$ cat src/rtl/disl_priority_arbiter.sv
// disl_priority_arbiter
// Registered request arbiter with a held grant. It issues a one-hot grant and a
// binary index, and holds that grant until the owner releases it or withdraws.
// Supported policies: fixed MSB-first, fixed LSB-first and round-robin.
// WIDTH can be any value of 1 or more; it does not need to be a power of two.
// Every output comes from a flop, so there is no combinational path from
// request_i to any output.

module disl_priority_arbiter #(
    parameter int    WIDTH = 8,
    parameter string MODE  = "MSB",
    localparam int   IDX_W = (WIDTH == 1) ? 1 : $clog2(WIDTH)
) (
    input  logic             clock_i,
    input  logic             reset_n_i,
    input  logic [WIDTH-1:0] request_i,
    input  logic             release_i,
    output logic [WIDTH-1:0] grant_o,
    output logic [IDX_W-1:0] grant_index_o,
    output logic             grant_valid_o,
    output logic             grant_start_o
);

    // Policy selector: 0 = MSB-first, 1 = LSB-first, 2 = round-robin.
    // An unrecognised MODE string falls back to MSB-first.
    localparam int MODE_SEL = (MODE == "LSB") ? 1 :
                              (MODE == "RR")  ? 2 : 0;
    localparam bit IS_RR    = (MODE_SEL == 2);

    typedef enum logic {
        IDLE = 1'b0,
        BUSY = 1'b1
    } state_e;

    state_e             state_q, state_d;
    logic [WIDTH-1:0]   grant_q, grant_d;
    logic [IDX_W-1:0]   index_q, index_d;
    logic               start_q, start_d;
    logic [IDX_W-1:0]   ptr_q,   ptr_d;

    logic               ownerHolds;
    logic               handoff;
    logic [WIDTH-1:0]   eligible;
    logic               anyEligible;
    logic [IDX_W-1:0]   msbIdx;
    logic [IDX_W-1:0]   lsbIdx;
    logic [IDX_W-1:0]   rrIdx;
    logic [IDX_W-1:0]   winIdx;
    logic [IDX_W-1:0]   nextPtr;

    // Highest set bit. The loop runs upward, so a later (higher) hit
    // overwrites an earlier one.
    function automatic logic [IDX_W-1:0] findMsb(input logic [WIDTH-1:0] vec);
        logic [IDX_W-1:0] idx;
        idx = '0;
        for (int i = 0; i < WIDTH; i++) begin
            if (vec[i]) begin
                idx = IDX_W'(i);
            end
        end
        return idx;
    endfunction

    // Lowest set bit. The loop runs downward, so the lowest hit is written last.
    function automatic logic [IDX_W-1:0] findLsb(input logic [WIDTH-1:0] vec);
        logic [IDX_W-1:0] idx;
        idx = '0;
        for (int i = WIDTH - 1; i >= 0; i--) begin
            if (vec[i]) begin
                idx = IDX_W'(i);
            end
        end
        return idx;
    endfunction

    // Round-robin search starting at ptr. The function looks for the lowest set
    // bit at or above ptr; if there is none, it takes the lowest set bit overall.
    // This gives the wrap modulo WIDTH without any modular arithmetic, which
    // keeps non-power-of-two widths correct.
    function automatic logic [IDX_W-1:0] findRr(input logic [WIDTH-1:0] vec,
                                                input logic [IDX_W-1:0] ptr);
        logic [IDX_W-1:0] hiIdx;
        logic [IDX_W-1:0] loIdx;
        logic             hiFound;
        hiIdx   = '0;
        loIdx   = '0;
        hiFound = 1'b0;
        for (int i = WIDTH - 1; i >= 0; i--) begin
            if (vec[i]) begin
                loIdx = IDX_W'(i);
                if (i >= int'(ptr)) begin
                    hiIdx   = IDX_W'(i);
                    hiFound = 1'b1;
                end
            end
        end
        return hiFound ? hiIdx : loIdx;
    endfunction

    // Winner selection: decide whether the current owner is finished, mask the
    // owner out of the eligible set, and pick a winner under the chosen policy.
    always_comb begin
        ownerHolds  = |(grant_q & request_i);
        handoff     = (state_q == BUSY) && (release_i || !ownerHolds);
        eligible    = (state_q == BUSY) ? (request_i & ~grant_q) : request_i;
        anyEligible = |eligible;
        msbIdx      = findMsb(eligible);
        lsbIdx      = findLsb(eligible);
        rrIdx       = findRr(eligible, ptr_q);
        case (MODE_SEL)
            1:       winIdx = lsbIdx;
            2:       winIdx = rrIdx;
            default: winIdx = msbIdx;
        endcase
        if (int'(winIdx) == WIDTH - 1) begin
            nextPtr = '0;
        end else begin
            nextPtr = winIdx + IDX_W'(1);
        end
    end

    // Next-state logic: start a new grant, hand off back-to-back, hold, or go idle.
    always_comb begin
        state_d = state_q;
        grant_d = grant_q;
        index_d = index_q;
        start_d = 1'b0;
        ptr_d   = ptr_q;
        case (state_q)
            IDLE: begin
                if (anyEligible) begin
                    state_d = BUSY;
                    grant_d = WIDTH'(1) << winIdx;
                    index_d = winIdx;
                    start_d = 1'b1;
                    if (IS_RR) begin
                        ptr_d = nextPtr;
                    end
                end
            end
            BUSY: begin
                if (handoff) begin
                    if (anyEligible) begin
                        state_d = BUSY;
                        grant_d = WIDTH'(1) << winIdx;
                        index_d = winIdx;
                        start_d = 1'b1;
                        if (IS_RR) begin
                            ptr_d = nextPtr;
                        end
                    end else begin
                        state_d = IDLE;
                        grant_d = '0;
                        index_d = '0;
                    end
                end
            end
            default: begin
                state_d = IDLE;
                grant_d = '0;
                index_d = '0;
            end
        endcase
    end

    // State and output registers. Reset is asynchronous, so a mid-grant reset
    // drops the grant immediately without waiting for a clock edge.
    always_ff @(posedge clock_i or negedge reset_n_i) begin
        if (!reset_n_i) begin
            state_q <= IDLE;
            grant_q <= '0;
            index_q <= '0;
            start_q <= 1'b0;
            ptr_q   <= '0;
        end else begin
            state_q <= state_d;
            grant_q <= grant_d;
            index_q <= index_d;
            start_q <= start_d;
            ptr_q   <= ptr_d;
        end
    end

    assign grant_o       = grant_q;
    assign grant_index_o = index_q;
    assign grant_valid_o = (state_q == BUSY);
    assign grant_start_o = start_q;

endmodule

$ cat config.mk
export PLATFORM = sky130hd
export DESIGN_NAME = disl_priority_arbiter
export DESIGN_NICKNAME = d
export VERILOG_FILES = /design/src/rtl/disl_priority_arbiter.sv
export SDC_FILE = /design/constraint.sdc
export NUM_CORES = 1
export LEC_CHECK = 0
export BUFFER_PORTS_ARGS = -buffer_cell sky130_fd_sc_hd__buf_2
export CAP_MARGIN = 20
export CORE_MARGIN = 2
export CORE_UTILIZATION = 48
export CTS_CLUSTER_SIZE = 20
export DETAILED_ROUTE_END_ITERATION = 8
export PLACE_DENSITY = 0.86
export SLEW_MARGIN = 20
export SYNTH_ARGS = -nofsm -noshare
export SYNTH_HDL_FRONTEND = slang
export SYNTH_SLANG_ARGS = --single-unit
$ cat constraint.sdc
create_clock -name clock_i -period 2.22 [get_ports clock_i]
set_input_delay 0.666 -clock clock_i [delete_from_list [all_inputs] [get_ports clock_i]]
set_output_delay 0.666 -clock clock_i [all_outputs]
set_load 0.02 [all_outputs]
* After elaboration in Yosys (flattened, before gate mapping)
Cells that the tools add are included.
** Word-level totals
- Output and inout bits :: 13
- Logic and storage cells :: 38
- Input bits :: 11
- Bits in registers :: 13
** Operators by class
- Reductions and logical operators :: 6
- Equality and inequality tests :: 2
- Multiplexer cells :: 21
- Shift operators :: 1
- Bitwise gates (word level) :: 4
** Operators by type and width (count)
- $mux 8 :: 4
- $mux 3 :: 7
- $and 8x8->8 :: 2
- $pmux 8 s2 :: 1
- $reduce_or 8->1 :: 2
- $not 8->8 :: 1
- $shl 1x3->8 const A :: 1
- $pmux 3 s2 :: 1
- $mux 1 :: 4
- $mux 2 :: 2
- $pmux 1 s2 :: 2
- $ne 2x1->1 const B :: 1
- $ne 2x2->1 const B :: 1
- $reduce_and 2->1 :: 1
- $logic_and 1x1->1 :: 1
- $logic_not 1->1 :: 1
- $logic_or 1x1->1 :: 1
- $not 1->1 :: 1

* Logic depth before layout (Yosys ltp)
- Word-level depth :: 14
- Depth in mapped cells :: 6
- Gate-level depth less buffers :: 4

* Least setup slack after synthesis
OpenSTA, ideal clock, no wires.
- Path type :: input to register
- Start :: in request_i[7]
- End :: reg index_q[2] (netlist: grant_index_o[2])
- Setup time :: 67 ps
- Stages :: 5
- Buffers on the path :: 1
- Required time :: 2153 ps
- Arrival :: 2156 ps
- Setup slack :: -3 ps
- Cell sequence :: a21boi_2 or4_1 buf_2 o41ai_4 a22o_1
** On the way
- Word-level cells in the longest chain between the ends :: 7
- Elaborated cells between the ends (all ways) :: 16
- Those cells by class :: eq/ne: 2; mux: 6; bitwise: 2; reduce/logical: 6
** RTL lines
- start, declared :: line 16 : input logic [WIDTH-1:0] request_i,
- parallel branches: the longest is 7 deep, another holds $and 8x8->8
- end signal, assigned :: line 178 : index_q <= index_d;
- end, declared :: line 37 : logic [IDX_W-1:0] index_q, index_d;
Parallel ways; which one is timed is not known. The select of a mux whose other input is x is not followed.
A chain may end at the register's enable or synchronous reset.

* Worst setup path in the final report
- Start :: reg state_q (netlist: grant_valid_o)
- End :: reg grant_q[0] (netlist: grant_o[0])
** On the way
- Word-level cells in the longest chain between the ends :: 12
- Elaborated cells between the ends (all ways) :: 19
- Those cells by class :: eq/ne: 2; shift: 1; mux: 12; bitwise: 1; reduce/logical: 3
** RTL lines
- start, declared :: line 35 : state_e state_q, state_d;
- start signal, assigned :: line 176 : state_q <= state_d;
- $mux 8 :: line 105 : eligible = (state_q == BUSY) ? (request_i & ~grant_q) : request_i;
- $mux 1 :: line 57 : if (vec[i]) begin
- $mux 2 (2 in series) :: line 57
- $mux 3 (4 in series) :: line 57
- $shl 1x3->8 :: line 133, 145
- $mux 8 :: line 143 : if (anyEligible) begin
- $mux 8 :: line 142 : if (handoff) begin
- $pmux 8 s2 :: line 129 : case (state_q)
- end signal, assigned :: line 177 : grant_q <= grant_d;
- end, declared :: line 36 : logic [WIDTH-1:0] grant_q, grant_d;
Parallel ways exist; a longest one is shown, timed or not. The select of a mux whose other input is x is not followed.

==> qor.csv <==
metric;value;unit
drive_gt1_share;37.1;%
vias;746;
max_cap_violations;0;
synthArstFlopShare;100;%
grt_pass1_vias;715;
clkLatencyLatePin;0.27;ns
p_leak;0.460;nW
synthDistinctLibCells;34;
skew;0.0104;ns
cts.path.max_buffers;2;
startpoint_type;flop;
cts_setup_buffers;0;
clockRootBuffer;clkbuf_4;
clkTransAtPathRegs;0.09;ns
postCtsHoldBufs;0;
grt_max_degree;14;
syn_to_final_growth;28.2;%
grt_pass1_wl;3150;um
fin_crit_sh;93.6;%
finalMaxSlewViolations;0;
maxSlewHeadroom;48.9;%
fp.dieW;43.9;um
rows;14;
n_fill_cell;122;
antenna_left;0;
critPathMaxFanout;9;
pin_count;24;
syn_area_per_cell;10.6;sq um
final_cell_area;980;sq um
drt_first_iter_violations;39;
die_area;1930;sq um
grt_antenna_before_repair;0;
gp_congestion;0.854;
hpwlAfterDp;1450;um
syn_area;764;sq um
nets;117;
tightest_slew;0.767;ns
wl;1800;um
powerDensity;1030;nW/um^2
ys_seq_elements;13;
crit_arrival;2.24;ns
required;2.38;ns
start_util;50.7;%
setup_tns;0;ns
syn_nets;83;
worst_hold_slack;0.266;ns
max_freq;481;MHz
cts_tree;built;
drt_pass1_iterations;4;
run_status;finished clean;
numCtsBuffers;3;
drt_drc_violations_left;0;
synth-seq-area-share;42.6;%
cts-htree-levels;1;
synth_cells;72;
clock_sinks;13;
critPathKind;flop to flop;
rsz0062_at_grt;no;
portBuffers;23;
core-area;1510;sq um
endpoint_kind;flop;
hold_viol_final;0;
cts_resized;0;
crit_chain;a21boi_2 -> or4_1 -> o41a_1 -> o32ai_1;
cpPeakStageDelay;0.67;ns
critical_path.slowest_cell;or4_1;
synth-edff-count;0;
gr-total-overflow;0;
wl_per_cell;14.9;um
vdd_ir_drop_max;0.586;mV
post_drt_via_cell_ratio;6.17;
placed_area;953;sq um
grtUsageTotal;21.9;%
min_period;2.08;ns
finalSetupViolCount;0;
die_height;43.9;um
num_antenna_cells;0;
min_path_type;primary input to async pin;
synth_ff_type;dfrtp_1;
yosys_warnings;0;
[cell usage after synthesis (all sizes together), types with 2 or more instances]
master	n	share of area, %
a32o	3	3.9
a22o	2	2.3
inv	4	2.0
nand2	6	2.9
a22oi	4	3.9
a21boi	6	6.9
nand2b	2	1.6
o32ai	2	2.3
o31ai	2	2.0
buf	2	1.3
nor2	3	1.5
o2bb2ai	4	4.6
dfrtp	13	43
[worst max-delay path, delay by kind of cell, from the launching register on]
family	cells	cell delay (ns)
and+or+nand+nor	1	0.67
DFF	1	0.57
AOI/OAI and AO/OA	3	0.74
[state kept, by name, summed over array words and instances (netlist names)]
name and flops:
grant_start_o 1, grant_index_o 3, grant_o 8, grant_valid_o 1
[cells by family after synthesis]
group	count (synthesis)	share of synthesized area, %
AOI/OAI and AO/OA	37	44.4
buffers and inverters	7	3.76
DFF	13	42.6
and+or+nand+nor	15	9.33
[area by class of cell]
class,instances,area [sq um],area share (%)
clock buffer,4,26.3,2.68
tap,16,20.0,2.04
inverter,4,15.0,1.53
multi-input combinational,52,410,41.9
sequential,13,325,33.2
timing repair buffer,32,183,18.6
[report_power, final]
group	switching [mW]	leakage [nW]	internal [mW]
clock network	0.0735	0.0150	0.0694
registers	0.0557	0.160	0.303
logic	0.286	0.285	0.219
[stage by stage]
stage	std cells	util [%]	setup WS [ns]	total power, mW
2_1_floorplan	72	-	0.110	0.675
3_3_place_gp	117	63.3	-0.0314	0.859
3_5_place_dp	117	63.3	-0.107	0.867
4_1_cts	121	65.0	0.149	1.01
5_1_grt	121	65.0	0.0258	1.08
6_report	121	65.0	0.141	1.01
[cell usage in the layout (no fill, tap or decap)]
cell type	instances
nand4_1	1
buf_4	9
or4_1	1
o41ai_4	1
buf_2	23
a21boi_2	2
a22o_1	2
nand2_1	6
a32o_1	3
o21a_1	1
o31a_1	1
o31ai_1	2
o2bb2ai_1	4
a311oi_1	1
dfrtp_1	13
a21bo_2	1
o21ai_0	1
a22oi_1	4
a21boi_0	2
nor2b_1	1
a41o_1	1
o21ba_1	1
a31oi_1	1
inv_1	4
o221ai_1	1
o41a_1	1
nand2b_1	2
a221o_1	1
nor3_1	1
clkbuf_1	1
o32ai_1	2
a21boi_1	2
o2111ai_1	1
nor2_1	3
clkbuf_4	3
a211o_1	1
[routing by layer]
layer  share of wire (%)  vias to the layer above  GRT usage, %
li1                    -                      360             -
met1                  46                      350          29.9
met2                  46                       32          34.4
met3                 6.7                        4          3.33
met4                 1.0                        0          9.09
met5                   0                        -             0
[worst paths after layout]
path	startpoint	end	cells past startpoint	slack, ns
max reg2reg	grant_valid_o	grant_o[0]	4	0.14
min reg2reg	grant_index_o[0]	grant_index_o[0]	1	0.49
max in group asynchronous	reset_n_i	grant_o[7]	1	1.71
min	reset_n_i	grant_o[4]	1	0.27
min in group clock_i	grant_index_o[0]	grant_index_o[0]	1	0.49
max	grant_valid_o	grant_o[0]	4	0.14
Note: power is estimated with default switching activity, not from simulation.
